## config.mk

```make
export PLATFORM = sky130hd
export DESIGN_NAME = full_dct_stream
export DESIGN_NICKNAME = d
export VERILOG_FILES = /design/src/rtl/dct_pkg.sv /design/src/rtl/dct_round_sat.sv /design/src/rtl/full_dct_stream.sv
export SDC_FILE = /design/constraint.sdc
export NUM_CORES = 1
export LEC_CHECK = 0
export BUFFER_PORTS_ARGS = -buffer_cell sky130_fd_sc_hd__buf_2
export CAP_MARGIN = 0
export CORE_UTILIZATION = 35
export DETAILED_ROUTE_END_ITERATION = 6
export PLACE_DENSITY = 0.57
export RECOVER_POWER = 25
export SLEW_MARGIN = 0
export SYNTH_ARGS = -nofsm -noshare
export SYNTH_HDL_FRONTEND = slang
export SYNTH_SLANG_ARGS = --single-unit
```

## constraint.sdc

```tcl
create_clock -name clk -period 7.7 [get_ports clk]
set_input_delay 0.77 -clock clk [delete_from_list [all_inputs] [get_ports clk]]
set_output_delay 0.77 -clock clk [all_outputs]
set_load 0.01 [all_outputs]
```

## src/rtl/dct_pkg.sv

```systemverilog
// Shared FSM encoding and the 8x8 DCT-II cosine table used by full_dct_stream.
// The table is derived from Q24 constants, rounded half away from zero to COEF_FRAC (<= 24) bits.
package dct_pkg;

  typedef enum logic [1:0] {
    FILL    = 2'd0,
    COMPUTE = 2'd1,
    OUTPUT  = 2'd2
  } dct_state_t;

  // c(k)*cos(m*pi/16) in Q24 for k>0, m = 0..8; DC row uses sqrt(1/8)
  localparam int COS_Q24 [9] = '{8388608, 8227423, 7750063, 6974873, 5931642,
                                 4660461, 3210181, 1636536, 0};
  localparam int DC_Q24 = 5931642;

  function automatic int dct_coef(input int k, input int n, input int frac);
    int m;
    int mag;
    int sh;
    bit neg;
    m   = ((2 * n + 1) * k) & 31;
    neg = 1'b0;
    if (m > 16) m = 32 - m;
    if (m > 8) begin
      m   = 16 - m;
      neg = 1'b1;
    end
    mag = (k == 0) ? DC_Q24 : COS_Q24[m];
    sh  = 24 - frac;
    if (sh > 0) mag = (mag + (1 << (sh - 1))) >>> sh;
    return neg ? -mag : mag;
  endfunction

endpackage

```

## src/rtl/dct_round_sat.sv

```systemverilog
// Scales a Q(COEF_FRAC) accumulator to an integer coefficient, then saturates to OUT_W.
// Purely combinational; rounding is half away from zero or truncation toward zero.
module dct_round_sat #(
  parameter int IN_W      = 25,
  parameter int OUT_W     = 12,
  parameter int COEF_FRAC = 12,
  parameter int ROUND_EN  = 1
) (
  input  logic signed [IN_W-1:0]  acc,
  output logic signed [OUT_W-1:0] q,
  output logic                    sat
);

  localparam int EW = IN_W + 1;
  localparam logic signed [EW-1:0] QMAX = EW'((64'sd1 <<< (OUT_W - 1)) - 64'sd1);
  localparam logic signed [EW-1:0] QMIN = -QMAX - EW'(1);

  function automatic logic signed [EW-1:0] scale(input logic signed [IN_W-1:0] a);
    logic signed [EW-1:0] ax;
    logic signed [EW-1:0] bias;
    ax = {a[IN_W-1], a};
    if (ROUND_EN != 0) bias = EW'(1) <<< (COEF_FRAC - 1);
    else               bias = '0;
    // negative values shift toward -inf, so bias them back toward zero
    if (a[IN_W-1])
      bias = (ROUND_EN != 0) ? bias - EW'(1) : (EW'(1) <<< COEF_FRAC) - EW'(1);
    return (ax + bias) >>> COEF_FRAC;
  endfunction

  function automatic logic [OUT_W:0] saturate(input logic signed [EW-1:0] v);
    if (v > QMAX)      return {1'b1, QMAX[OUT_W-1:0]};
    else if (v < QMIN) return {1'b1, QMIN[OUT_W-1:0]};
    else               return {1'b0, v[OUT_W-1:0]};
  endfunction

  logic signed [EW-1:0] scaled;

  always_comb begin
    scaled   = scale(acc);
    {sat, q} = saturate(scaled);
  end

endmodule

```

## src/rtl/full_dct_stream.sv

```systemverilog
// Streaming 8-point DCT-II: buffers eight samples, computes each coefficient with a
// single shared MAC (8 cycles per k), and emits coefficients over a valid/ready port.
module full_dct_stream
  import dct_pkg::*;
#(
  parameter int IN_W      = 8,
  parameter int OUT_W     = 12,
  parameter int COEF_FRAC = 12,
  parameter int ROUND_EN  = 1
) (
  input  logic                    clk,
  input  logic                    rst_n,
  input  logic                    en,
  input  logic                    s_valid,
  output logic                    s_ready,
  input  logic signed [IN_W-1:0]  s_data,
  output logic                    m_valid,
  input  logic                    m_ready,
  output logic signed [OUT_W-1:0] m_data,
  output logic [2:0]              m_index,
  output logic                    m_last,
  output logic                    m_sat,
  output logic                    busy
);

  localparam int COEF_W = COEF_FRAC + 2;
  localparam int PROD_W = IN_W + COEF_W;
  localparam int ACC_W  = IN_W + COEF_FRAC + 5;

  dct_state_t state, state_nx;
  logic [2:0] n, k, j;
  logic signed [IN_W-1:0]   xbuf [8];
  logic signed [ACC_W-1:0]  acc;
  logic signed [COEF_W-1:0] coef_rom [64];
  logic signed [IN_W-1:0]   x_sel;
  logic signed [COEF_W-1:0] c_sel;
  logic signed [PROD_W-1:0] prod;
  logic signed [OUT_W-1:0]  rs_q;
  logic                     rs_sat;

  for (genvar gi = 0; gi < 64; gi++) begin : g_rom
    assign coef_rom[gi] = COEF_W'(dct_coef(gi >> 3, gi & 7, COEF_FRAC));
  end

  assign x_sel = xbuf[j];
  assign c_sel = coef_rom[{k, j}];
  assign prod  = $signed({{COEF_W{x_sel[IN_W-1]}}, x_sel}) *
                 $signed({{IN_W{c_sel[COEF_W-1]}}, c_sel});

  assign s_ready = rst_n && en && (state == FILL);
  assign busy    = (state != FILL);

  dct_round_sat #(
    .IN_W     (ACC_W),
    .OUT_W    (OUT_W),
    .COEF_FRAC(COEF_FRAC),
    .ROUND_EN (ROUND_EN)
  ) u_round_sat (
    .acc(acc),
    .q  (rs_q),
    .sat(rs_sat)
  );

  always_comb begin
    state_nx = state;
    case (state)
      FILL:    if (s_valid && s_ready && (n == 3'd7)) state_nx = COMPUTE;
      COMPUTE: if (j == 3'd7) state_nx = OUTPUT;
      OUTPUT:  if (m_valid && m_ready) state_nx = (k == 3'd7) ? FILL : COMPUTE;
      default: state_nx = FILL;
    endcase
  end

  always_ff @(posedge clk or negedge rst_n) begin
    if (!rst_n) begin
      state   <= FILL;
      n       <= '0;
      k       <= '0;
      j       <= '0;
      acc     <= '0;
      m_valid <= 1'b0;
      m_data  <= '0;
      m_index <= '0;
      m_last  <= 1'b0;
      m_sat   <= 1'b0;
      for (int i = 0; i < 8; i++) xbuf[i] <= '0;
    end else if (en) begin
      state <= state_nx;
      case (state)
        FILL: begin
          if (s_valid && s_ready) begin
            xbuf[n] <= s_data;
            n       <= n + 3'd1;
            if (n == 3'd7) begin
              k   <= '0;
              j   <= '0;
              acc <= '0;
            end
          end
        end
        // --- MAC stage: one product per cycle, j wraps back to 0 after 7
        COMPUTE: begin
          acc <= acc + {{(ACC_W - PROD_W){prod[PROD_W-1]}}, prod};
          j   <= j + 3'd1;
        end
        // --- output stage: register the scaled result, then wait for the handshake
        OUTPUT: begin
          if (!m_valid) begin
            m_valid <= 1'b1;
            m_data  <= rs_q;
            m_index <= k;
            m_last  <= (k == 3'd7);
            m_sat   <= rs_sat;
          end else if (m_ready) begin
            m_valid <= 1'b0;
            acc     <= '0;
            j       <= '0;
            if (k == 3'd7) begin
              k <= '0;
              n <= '0;
            end else begin
              k <= k + 3'd1;
            end
          end
        end
        default: ;
      endcase
    end
  end

endmodule

```

; Word-level counts from Yosys, hierarchy flattened
; Memory sizes are Yosys's and may differ from the RTL's.
; Cells that the tools add are included.
[word_totals]
regBits = 118
romBits = 896
out_inout_bits = 20
wordCells = 102
mem_count = 1
[memory_table]
columns = memory, words, width, read_ports, rd_clocked_by_memory_dff, write_ports, line
row1 = (no name shown), 64, 14, 1, 0, 0, full_dct_stream.sv:46  ; assign c_sel = coef_rom[{k, j}];
[op_classes]
add_sub_neg = 5
multipliers = 1
order_cmp = 6
n_eq_ne = 13
muxes = 37
bitwise = 4
n_reduce_logical = 17
[ops]
columns = operator, count
row1 = $mux 25, 4
row2 = $pmux 25 s3, 1
row3 = $bwmux 64, 1
row4 = $mux 3, 11
row5 = $mux 14, 2
row6 = $add 25x13->26, 1
row7 = $mux 13, 2
row8 = $add 25x25->25, 1
row9 = $bmux 8 s3, 1
row10 = $demux 8 s3, 1
row11 = $mux 8, 3
row12 = $mul 8x14->22, 1
row13 = $reduce_and 6->1, 3
row14 = $gt 14x12->1 const B, 1
row15 = $lt 14x12->1 const B, 1
row16 = $mux 12, 1
row17 = $pmux 3 s2, 2
row18 = $ne 2x2->1 const B, 5
row19 = $add 3x1->3 const B, 3
row20 = $eq 3x3->1 const B, 3
row21 = $pmux 3 s3, 1
row22 = $ge 4x4->1 const B, 2
row23 = $not 3->4, 2
row24 = $ge 7x7->1 const B, 1
row25 = other kinds (16), 29

; Longest topological paths before layout
; Gate-level depths: netlist of the first run.
[logic_depth]
depth_word = 7
mapped_depth = 38
ltp_nobuf = 37

; Cells and area by module
; Synthesis of the first run repeated with hierarchy kept, for this count alone.
[unflattened]
cells_unflattened = 1233
area_unflattened_um2 = 11588.6
[modules_own_cells]
columns = mod, n_inst, cells_per_inst, area_per_inst_um2
row1 = full_dct_stream, 1, 1122, 10854.2
row2 = dct_round_sat, 1, 111, 734.5

; Worst setup path after synthesis of the first run
; Ideal clock, no wire load.
[synth_path]
path_kind = register to register
startpoint = reg j[0]
endpoint = reg acc[24]
setup_time_ns = 0.099
arrival_time_ns = 7.929
path_slack_ns = -0.328
path_stages_with_launch = 34
synth_period_minus_slack_ns = 8.028
path_cell_list = dfrtp_1 > clkbuf_1 > inv_1 > ha_1 > clkbuf_1 > mux2i_1 > xnor2_1 > o211ai_1 > o311ai_1 > or2_2 > fa_1 > fa_1 > inv_1 > fa_1 > inv_1 > fa_1 > inv_1 > ha_1 > a21o_1 > a21oi_1 > o2111ai_1 > a21o_1 > nand2_1 > nor3_1 > nor3b_1 > xnor2_1 > ha_1 > nand2_1 > nor2_1 > a311o_1 > a2111oi_4 > or3_2 > and2_4 > o311ai_4
[synth_via]
elab_chain_cells = 7
[synth_rtl]
columns = element, line
row1 = start: declaration, full_dct_stream.sv:31  ; logic [2:0] n, k, j;
row2 = start signal: assignment, full_dct_stream.sv:104  ; j <= j + 3'd1;
row3 = $not 6->7 (implied by the code) or $not 3->4 (tied branches), "full_dct_stream.sv:46, full_dct_stream.sv:45"
row4 = $mem_v2 64x14 or $bmux 8 s3 (tied branches), --
row5 = $mux 14 (implied by the code) or $mux 8 (tied branches) (2 in series), "full_dct_stream.sv:46, full_dct_stream.sv:45"
row6 = $mul 8x14->22 *, full_dct_stream.sv:47  ; assign prod = $signed({{COEF_W{x_sel[IN_W-1]}}, x_sel}) *
row7 = $add 25x25->25 *, full_dct_stream.sv:103  ; acc <= acc + {{(ACC_W - PROD_W){prod[PROD_W-1]}}, prod};
row8 = $pmux 25 s3 *, full_dct_stream.sv:89  ; case (state)
row9 = end signal: assignment, full_dct_stream.sv:103
row10 = end: declaration, full_dct_stream.sv:33  ; logic signed [ACC_W-1:0] acc;
; Every way passes the cells marked *; elsewhere a longest branch is shown, timed or not. The select of a mux whose other input is x is not followed.
; A chain may end at the register's enable or synchronous reset.

; Final worst setup path of the first run
[layout_path]
startpoint = reg j[0]
endpoint = reg acc[23]
; The elaborated chain is that of the path after synthesis.

==> flow_summary.html, run 1 <==
<table>
<tr><th>Metric</th><th>Value</th></tr>
<tr><th colspan="2">Global route</th></tr>
<tr><td>Number of antenna violations at the first check in global routing</td><td>0</td></tr>
<tr><td>Global route total overflow</td><td>0</td></tr>
<tr><td>Via count of the first global-routing pass</td><td>roughly 8,800</td></tr>
<tr><td>Global-route wire length before repair</td><td>roughly 46,000 um</td></tr>
<tr><td>Largest net degree at the start of global routing</td><td>80</td></tr>
<tr><td>Overall Global Routing Usage</td><td>0.175</td></tr>
<tr><th colspan="2">Critical path</th></tr>
<tr><td>Highest fanout seen on the critical path</td><td>7</td></tr>
<tr><td>R2r worst-path depth</td><td>35</td></tr>
<tr><td>Buffers and inverters on the worst path</td><td>6</td></tr>
<tr><td>Critical path class</td><td>reg -&gt; reg</td></tr>
<tr><td>Internal reg-to-reg setup slack</td><td>roughly 0.14 ns</td></tr>
<tr><td>Worst endpoint required time</td><td>between 8 and 9 ns</td></tr>
<tr><td>Master of the slowest instance on the critical path</td><td>sky130_fd_sc_hd__or4b_2</td></tr>
<tr><td>Crit-path most repeated cell</td><td>sky130_fd_sc_hd__ha_1</td></tr>
<tr><td>Kind of cell with the highest combined delay on the critical path</td><td>adder cells</td></tr>
<tr><td>R2R Path End</td><td>acc[23]$_DFFE_PN0P_</td></tr>
<tr><td>Maximum single-stage delay on the critical path</td><td>approximately 0.64 ns</td></tr>
<tr><td>Worst setup EP type</td><td>register</td></tr>
<tr><td>Worst flop-to-flop path startpoint</td><td>j[0]$_DFFE_PN0P_</td></tr>
<tr><td>Data arrival time of the critical path</td><td>a little under 8 ns</td></tr>
<tr><td>Type of origin of the critical path</td><td>register</td></tr>
<tr><th colspan="2">Layout</th></tr>
<tr><td>ANT cells</td><td>0</td></tr>
<tr><td>Synthesis-to-finish area growth</td><td>21.3%</td></tr>
<tr><td>Net total in the final layout</td><td>about 1,500</td></tr>
<tr><td>Share of cells above drive strength 1</td><td>0.264</td></tr>
<tr><td>Non-Filler Cell Area, Final</td><td>0.0137 mm2</td></tr>
<tr><td>Share of the core filled with cells in the final layout</td><td>0.432</td></tr>
<tr><th colspan="2">STA</th></tr>
<tr><td>Maximum operating frequency</td><td>132 MHz</td></tr>
<tr><td>Setup Viol. Count Final</td><td>0</td></tr>
<tr><td>Hold Vio Cnt, Final</td><td>0</td></tr>
<tr><td>Rel. slew slack</td><td>-0.573</td></tr>
<tr><td>Post-Route Skew</td><td>about 0.020 ns</td></tr>
<tr><td>Post-route fraction of the period consumed by the critical path</td><td>0.982</td></tr>
<tr><td>RSZ-0062 raised after global routing</td><td>yes</td></tr>
<tr><td>Final Max Tran Viols</td><td>43</td></tr>
<tr><td>Shortest clock period the worst path allows after layout</td><td>7.56 ns</td></tr>
<tr><td>Transition time at the pin with the least slew margin</td><td>~2.4 ns</td></tr>
<tr><th colspan="2">Logic synthesis</th></tr>
<tr><td>Ranking of synthesized cells by instance count</td><td>143 x sky130_fd_sc_hd__inv_1, 130 x sky130_fd_sc_hd__nor2_1, 118 x sky130_fd_sc_hd__dfrtp_1, 86 x sky130_fd_sc_hd__fa_1, 86 x sky130_fd_sc_hd__ha_1</td></tr>
<tr><td>Post-Synthesis Net Count</td><td>~1,400</td></tr>
<tr><td>Mapped cell area</td><td>around 0.011 mm2</td></tr>
<tr><td>Synthesized instance count</td><td>approximately 1,200</td></tr>
<tr><td>Yosys top cell area share</td><td>0.262</td></tr>
<tr><td>Number of distinct standard cells referenced by the synthesized netlist</td><td>73</td></tr>
<tr><td>Total of warnings raised by yosys</td><td>0</td></tr>
<tr><td>Proportion of register bits with asynchronous set or reset after synthesis</td><td>1.00</td></tr>
<tr><td>Register area share after synthesis</td><td>0.262</td></tr>
<tr><td>Mapped Avg Cell Area</td><td>9.55 um2</td></tr>
<tr><td>Post-synth top area cell</td><td>sky130_fd_sc_hd__dfrtp_1</td></tr>
<tr><td>Post-synth EDFFs</td><td>0</td></tr>
<tr><td>Most common cell in the synthesized netlist</td><td>sky130_fd_sc_hd__inv_1</td></tr>
<tr><td>Leading post-synthesis cells by cell area</td><td>sky130_fd_sc_hd__dfrtp_1 26%, sky130_fd_sc_hd__fa_1 15%, sky130_fd_sc_hd__ha_1 9.5%</td></tr>
<tr><td>Primary flip-flop cell chosen by synthesis mapping</td><td>sky130_fd_sc_hd__dfrtp_1</td></tr>
<tr><td>Synthesis-stage register bit count</td><td>118</td></tr>
<tr><th colspan="2">Die</th></tr>
<tr><td>Core Region</td><td>0.0316 mm2</td></tr>
<tr><td>Total Die Area</td><td>~0.033 mm2</td></tr>
<tr><td>Initial cell density of the core</td><td>0.357</td></tr>
<tr><td>Die width</td><td>roughly 180 um</td></tr>
<tr><td>I/O pin total</td><td>33</td></tr>
<tr><td>Die H</td><td>between 150 and 200 um</td></tr>
<tr><td>Rows</td><td>65</td></tr>
<tr><th colspan="2">Clocking</th></tr>
<tr><td>TritonCTS buffer count</td><td>17</td></tr>
<tr><td>Clock buffer depth</td><td>2</td></tr>
<tr><td>TritonCTS clock tree</td><td>done</td></tr>
<tr><td>H-tree depth</td><td>4</td></tr>
<tr><td>Clock network latency to the later pin of the worst-skew pair</td><td>about 0.43 ns</td></tr>
<tr><td>Number of clock sinks</td><td>between 100 and 150</td></tr>
<tr><td>Clock transition at path regs</td><td>~0.07 ns</td></tr>
<tr><td>Clock tree root driver cell</td><td>sky130_fd_sc_hd__clkbuf_16</td></tr>
<tr><th colspan="2">Placed design</th></tr>
<tr><td>Quantity of I/O buffers inserted on ports</td><td>32</td></tr>
<tr><td>Placement-stage cell area</td><td>0.0125 mm2</td></tr>
<tr><td>Weighted congestion at the end of routability-driven global placement</td><td>slightly below 0.9</td></tr>
<tr><td>Final HPWL from detailed placement</td><td>21,400 um</td></tr>
<tr><th colspan="2">Min path</th></tr>
<tr><td>Worst Hold Launch</td><td>m_last$_DFFE_PN0P_</td></tr>
<tr><td>Endpoint of the worst hold path</td><td>m_last$_DFFE_PN0P_</td></tr>
<tr><td>Hold Path Stages</td><td>2</td></tr>
<tr><td>Path class of the lowest-slack min-delay path</td><td>reg -&gt; reg</td></tr>
<tr><th colspan="2">Route</th></tr>
<tr><td>DR vias</td><td>approximately 9,000</td></tr>
<tr><td>Count of nets left with antenna violations after detail routing</td><td>0</td></tr>
<tr><td>Vias per std cell</td><td>between 5 and 6</td></tr>
<tr><td>Per-cell routed wire length</td><td>between 15 and 20 um</td></tr>
<tr><td>WL final</td><td>28,600 um</td></tr>
<tr><td>Drt first-iter violations</td><td>between 500 and 600</td></tr>
<tr><td>DRC violations left</td><td>0</td></tr>
<tr><td>Pre-Repair DR Iteration Count</td><td>5</td></tr>
<tr><th colspan="2">Run</th></tr>
<tr><td>Max_cap viols</td><td>1</td></tr>
<tr><th colspan="2">Run status</th></tr>
<tr><td>Failing checks</td><td>capacitance limit, slew limit</td></tr>
<tr><td>Outcome</td><td>complete, but fails checks</td></tr>
</table>
repair_timing:
item | CTS | global route
endpoints found under the setup margin | 2 | 8
gates resized for setup | 16 | 93
pin swaps | 6 | 66
cloned | 0 | 1
buffers inserted | 4 | 23
hold buffers | 0 | 0
cell families (layout without fill, tap and decap cells):
kind of cell	Yosys count	count (layout)	synth area share
adders and majority gates	172	172	0.248
DFF	118	118	0.262
and+or+nand+nor	319	319	0.131
AOI/OAI and AO/OA	234	234	0.145
muxes	96	96	0.111
buffers and inverters	194	326	0.0655
xor gates and xnor gates	48	48	0.0373
through the flow:
| stage | TNS, ns | cells | setup slack [ns] | hold WS, ns |
|---|---|---|---|---|
| 2_1_floorplan | 0 | 1181 | 0.0140 | 0.474 |
| 3_3_place_gp | 0 | 1656 | 0.125 | 0.457 |
| 3_5_place_dp | -0.0210 | 1656 | -0.0194 | 0.467 |
| 4_1_cts | 0 | 1692 | 0.00131 | 0.347 |
| 5_1_grt | -0.527 | 1715 | -0.184 | 0.509 |
| 6_report | 0 | 1715 | 0.140 | 0.484 |
cells in the final DEF (no fill, tap or decap), types with 5 or more instances in the layout:
| cell type | count |
|---|---|
| sky130_fd_sc_hd__nand2_2 | 5 |
| sky130_fd_sc_hd__nor2_2 | 7 |
| sky130_fd_sc_hd__buf_6 | 11 |
| sky130_fd_sc_hd__ha_4 | 8 |
| sky130_fd_sc_hd__xnor2_1 | 23 |
| sky130_fd_sc_hd__nand3_1 | 20 |
| sky130_fd_sc_hd__o22a_1 | 11 |
| sky130_fd_sc_hd__clkbuf_1 | 19 |
| sky130_fd_sc_hd__nand2b_1 | 15 |
| sky130_fd_sc_hd__dfrtp_1 | 116 |
| sky130_fd_sc_hd__xor2_1 | 24 |
| sky130_fd_sc_hd__or2_2 | 8 |
| sky130_fd_sc_hd__mux2i_1 | 10 |
| sky130_fd_sc_hd__inv_1 | 134 |
| sky130_fd_sc_hd__nand2_1 | 74 |
| sky130_fd_sc_hd__o21a_1 | 7 |
| sky130_fd_sc_hd__mux2_2 | 65 |
| sky130_fd_sc_hd__o211ai_1 | 7 |
| sky130_fd_sc_hd__a211oi_1 | 5 |
| sky130_fd_sc_hd__o21ai_0 | 57 |
| sky130_fd_sc_hd__o21ai_1 | 7 |
| sky130_fd_sc_hd__fa_1 | 83 |
| sky130_fd_sc_hd__nand4_1 | 7 |
| sky130_fd_sc_hd__nor2b_1 | 16 |
| sky130_fd_sc_hd__a21oi_1 | 32 |
| sky130_fd_sc_hd__o31ai_1 | 5 |
| sky130_fd_sc_hd__nor2_1 | 119 |
| sky130_fd_sc_hd__a21o_1 | 20 |
| sky130_fd_sc_hd__nor3_1 | 7 |
| sky130_fd_sc_hd__nand4b_1 | 6 |
| sky130_fd_sc_hd__a22o_1 | 11 |
| sky130_fd_sc_hd__inv_6 | 6 |
| sky130_fd_sc_hd__buf_4 | 102 |
| sky130_fd_sc_hd__a21oi_2 | 8 |
| sky130_fd_sc_hd__buf_2 | 13 |
| sky130_fd_sc_hd__ha_1 | 75 |
| sky130_fd_sc_hd__mux4_2 | 17 |
| sky130_fd_sc_hd__inv_2 | 9 |
| sky130_fd_sc_hd__clkbuf_16 | 18 |
cell type report:
type	count	area (um2)
multi-input cells	869	7980
clock inverters	15	151
flip-flops and latches	118	2960
repair buffers	149	1110
well taps	402	503
fillers	3049	18000
inverters	145	548
clock buffers	17	425
layer usage:
metal | track usage | routed length [um]
met5 | 0 | 0
met4 | 0.0424 | 310
met3 | 0.0233 | 793
met2 | 0.291 | 13900
met1 | 0.241 | 13500
tightest hold or removal path, delay by kind of cell (launching register included):
kind	cells	cell delay [ns]
and+or+nand+nor	2	0.11
DFF	1	0.35
sequential cells by signal, indices dropped and copies added, names as in the netlist:
name     count
state        2
k            3
acc         25
m_data      12
m_sat        1
m_valid      1
j            3
xbuf        64
n            3
m_last       1
m_index      3
worst max-delay path by stage:
| stage | from | endpoint | slack [ns] | depth (start not counted) |
|---|---|---|---|---|
| 5_1_grt | j[0]$_DFFE_PN0P_ | acc[24]$_DFFE_PN0P_ | -0.18 | 34 |
| 2_1_floorplan | j[0]$_DFFE_PN0P_ | acc[24]$_DFFE_PN0P_ | 0.01 | 33 |
| 3_5_place_dp | j[0]$_DFFE_PN0P_ | acc[24]$_DFFE_PN0P_ | -0.02 | 34 |
| 4_1_cts | j[0]$_DFFE_PN0P_ | acc[24]$_DFFE_PN0P_ | 0.001 | 34 |
| 3_3_place_gp | j[0]$_DFFE_PN0P_ | acc[24]$_DFFE_PN0P_ | 0.12 | 31 |
| 6_report | j[0]$_DFFE_PN0P_ | acc[23]$_DFFE_PN0P_ | 0.14 | 35 |
Power of run 1 is left out: the tool's default activity adds up to more than one toggle a clock period on the data nets, which glitch-free logic cannot reach.
==> run 2, diff against run 1 <==
==> constraint.sdc (replaced) <==
create_clock -name clk -period 6.3 [get_ports clk]
set_input_delay 0.63 -clock clk [delete_from_list [all_inputs] [get_ports clk]]
set_output_delay 0.63 -clock clk [all_outputs]
set_load 0.01 [all_outputs]
==> flow_summary.html, run 2 (synthesis gave the netlist of run 1 again) <==
<table>
<tr><th>Metric</th><th>Value</th></tr>
<tr><th colspan="2">Layout</th></tr>
<tr><td>Most common cell after layout, fill and taps aside</td><td>sky130_fd_sc_hd__buf_4</td></tr>
<tr><td>Net total in the final layout</td><td>about 1,600</td></tr>
<tr><td>Leading registers by flop count</td><td>xbuf: 64 flops, acc: 25 flops, m_data: 12 flops</td></tr>
<tr><td>Count of non-filler cells in the finished layout</td><td>around 1,800</td></tr>
<tr><td>Largest register by flop count</td><td>xbuf</td></tr>
<tr><td>Commonest non-fill, non-tap cells in the layout</td><td>200 x sky130_fd_sc_hd__buf_4, 134 x sky130_fd_sc_hd__inv_1, 117 x sky130_fd_sc_hd__nor2_1, 117 x sky130_fd_sc_hd__dfrtp_1, 84 x sky130_fd_sc_hd__fa_1</td></tr>
<tr><td>Share of cells above drive strength 1</td><td>0.340</td></tr>
<tr><td>ANT cells</td><td>0</td></tr>
<tr><td>Synthesis-to-finish area growth</td><td>30.6%</td></tr>
<tr><td>Count of filler cells inserted in the layout</td><td>approximately 3,000</td></tr>
<tr><td>Largest register FFs</td><td>64</td></tr>
<tr><th colspan="2">Route</th></tr>
<tr><td>WL final</td><td>around 29,000 um</td></tr>
<tr><td>DR vias</td><td>a little over 9,000</td></tr>
<tr><td>Pre-Repair DR Iteration Count</td><td>5</td></tr>
<tr><td>Count of nets left with antenna violations after detail routing</td><td>0</td></tr>
<tr><td>DRC violations left</td><td>0</td></tr>
<tr><td>Per-cell routed wire length</td><td>about 16 um</td></tr>
<tr><td>Vias per std cell</td><td>between 5 and 6</td></tr>
<tr><td>Drt first-iter violations</td><td>approximately 510</td></tr>
<tr><th colspan="2">STA</th></tr>
<tr><td>Post-route setup slack</td><td>-1.07 ns</td></tr>
<tr><td>Setup Viol. Count Final</td><td>15</td></tr>
<tr><td>Final Max Tran Viols</td><td>55</td></tr>
<tr><td>Maximum operating frequency</td><td>between 100 and 150 MHz</td></tr>
<tr><td>Rel. slew slack</td><td>-0.988</td></tr>
<tr><td>Smallest hold slack</td><td>about 0.47 ns</td></tr>
<tr><td>Post-Route Skew</td><td>roughly 0.012 ns</td></tr>
<tr><td>Post-route fraction of the period consumed by the critical path</td><td>1.17</td></tr>
<tr><td>Transition time at the pin with the least slew margin</td><td>2.98 ns</td></tr>
<tr><td>RSZ-0062 raised after global routing</td><td>yes</td></tr>
<tr><td>Shortest clock period the worst path allows after layout</td><td>roughly 7.4 ns</td></tr>
<tr><td>Hold Vio Cnt, Final</td><td>0</td></tr>
<tr><th colspan="2">Die</th></tr>
<tr><td>Die H</td><td>between 150 and 200 um</td></tr>
<tr><td>Rows</td><td>65</td></tr>
<tr><td>Die width</td><td>about 180 um</td></tr>
<tr><td>Initial cell density of the core</td><td>0.357</td></tr>
<tr><td>Core Region</td><td>approximately 0.032 mm2</td></tr>
<tr><td>Total Die Area</td><td>approximately 0.033 mm2</td></tr>
<tr><td>I/O pin total</td><td>33</td></tr>
<tr><th colspan="2">Run status</th></tr>
<tr><td>Failing checks</td><td>capacitance limit, slew limit, setup timing</td></tr>
<tr><td>Outcome</td><td>complete, but fails checks</td></tr>
<tr><th colspan="2">Global route</th></tr>
<tr><td>Global-route wire length before repair</td><td>about 47,000 um</td></tr>
<tr><td>Met2 track demand over resource</td><td>0.304</td></tr>
<tr><td>Number of antenna violations at the first check in global routing</td><td>1</td></tr>
<tr><td>Met1 layer usage reported by global route</td><td>0.241</td></tr>
<tr><td>Largest net degree at the start of global routing</td><td>68</td></tr>
<tr><td>Overall Global Routing Usage</td><td>0.180</td></tr>
<tr><td>Most crowded layer after global routing</td><td>met2</td></tr>
<tr><td>Via count of the first global-routing pass</td><td>a little over 9,000</td></tr>
<tr><td>Global route total overflow</td><td>0</td></tr>
<tr><td>Routing usage on met3</td><td>0.0257</td></tr>
<tr><th colspan="2">Critical path</th></tr>
<tr><td>Crit-path most repeated cell</td><td>sky130_fd_sc_hd__fa_1</td></tr>
<tr><td>Maximum single-stage delay on the critical path</td><td>0.60 ns</td></tr>
<tr><td>Worst setup EP type</td><td>register</td></tr>
<tr><td>Buffers and inverters on the worst path</td><td>5</td></tr>
<tr><td>Master of the slowest instance on the critical path</td><td>sky130_fd_sc_hd__mux4_2</td></tr>
<tr><td>Critical path class</td><td>reg -&gt; reg</td></tr>
<tr><td>Data arrival time of the critical path</td><td>7.72 ns</td></tr>
<tr><td>Highest fanout seen on the critical path</td><td>13</td></tr>
<tr><td>Internal reg-to-reg setup slack</td><td>-1.07 ns</td></tr>
<tr><td>Worst flop-to-flop path startpoint</td><td>j[0]$_DFFE_PN0P_</td></tr>
<tr><td>R2r worst-path depth</td><td>33</td></tr>
<tr><td>Worst endpoint required time</td><td>between 6 and 7 ns</td></tr>
<tr><td>R2R Path End</td><td>acc[24]$_DFFE_PN0P_</td></tr>
<tr><td>Type of origin of the critical path</td><td>register</td></tr>
<tr><td>Kind of cell with the highest combined delay on the critical path</td><td>adder cells</td></tr>
<tr><th colspan="2">Min path</th></tr>
<tr><td>Path class of the lowest-slack min-delay path</td><td>reg -&gt; reg</td></tr>
<tr><td>Hold Path Stages</td><td>2</td></tr>
<tr><td>Worst Hold Launch</td><td>m_last$_DFFE_PN0P_</td></tr>
<tr><td>Endpoint of the worst hold path</td><td>m_last$_DFFE_PN0P_</td></tr>
<tr><th colspan="2">Clocking</th></tr>
<tr><td>H-tree depth</td><td>4</td></tr>
<tr><td>TritonCTS clock tree</td><td>done</td></tr>
<tr><td>Hold Buf Count CTS</td><td>0</td></tr>
<tr><td>Clock network latency to the later pin of the worst-skew pair</td><td>0.43 ns</td></tr>
<tr><td>Clock tree root driver cell</td><td>sky130_fd_sc_hd__clkbuf_16</td></tr>
<tr><td>Number of clock sinks</td><td>around 120</td></tr>
<tr><td>Clock buffer depth</td><td>2</td></tr>
<tr><td>TritonCTS buffer count</td><td>17</td></tr>
<tr><td>Clock transition at path regs</td><td>about 0.07 ns</td></tr>
<tr><th colspan="2">Placed design</th></tr>
<tr><td>Placed Instances</td><td>1,764</td></tr>
<tr><td>Final HPWL from detailed placement</td><td>21,900 um</td></tr>
<tr><td>Weighted congestion at the end of routability-driven global placement</td><td>0.859</td></tr>
<tr><td>Quantity of I/O buffers inserted on ports</td><td>32</td></tr>
<tr><th colspan="2">Run</th></tr>
<tr><td>Max_cap viols</td><td>1</td></tr>
</table>
-- run 2: what timing repair did --
item / CTS / global route
gates resized for setup: 79 / 66
endpoints found under the setup margin: 15 / 17
cloned: 0 / 0
setup buffers: 17 / 7
pin swaps: 37 / 48
-- run 2: worst max path at each step --
stage                               end  cells past startpoint              from  slack, ns
finish              acc[24]$_DFFE_PN0P_                     33  j[0]$_DFFE_PN0P_      -1.07
floorplan           acc[24]$_DFFE_PN0P_                     33  j[0]$_DFFE_PN0P_      -1.15
global placement    acc[24]$_DFFE_PN0P_                     36  j[0]$_DFFE_PN0P_      -1.23
detailed placement  acc[24]$_DFFE_PN0P_                     32  j[0]$_DFFE_PN0P_      -1.28
global route        acc[24]$_DFFE_PN0P_                     33  j[0]$_DFFE_PN0P_      -1.40
CTS                 acc[24]$_DFFE_PN0P_                     33  j[0]$_DFFE_PN0P_      -1.06
-- run 2: layout make-up --
type / instances / area (um2) / area share
tap: 402 / 503 / 0.0341
timing repair buffer: 252 / 1930 / 0.131
sequential: 118 / 2950 / 0.201
multi-input combinational: 869 / 8220 / 0.558
clock buffer: 17 / 425 / 0.0289
clock inverter: 15 / 151 / 0.0103
inverter: 145 / 552 / 0.0375
-- run 2: routing by layer --
metal / vias up / wire [um]
li1: 4494 / -
met1: 4607 / 13300
met2: 162 / 14200
met3: 32 / 929
met4: 2 / 437
met5: - / 13
-- run 2: through the flow --
step           setup WS (ns)  utilization  instance area (um2)  TNS, ns
6_report               -1.07        0.466                14700    -8.97
5_1_grt                -1.40        0.466                14700   -13.52
4_1_cts                -1.06        0.455                14400    -8.10
3_5_place_dp           -1.28        0.423                13400   -10.36
3_3_place_gp           -1.23        0.423                13400    -9.62
2_1_floorplan          -1.15            -                11400    -6.52
-- run 2: worst min-delay path, delay by kind of cell (launching register included) --
family / cells / cell delay, ns
simple gates: 2 / 0.10
flops: 1 / 0.34
Power of run 2 is left out for the same reason.
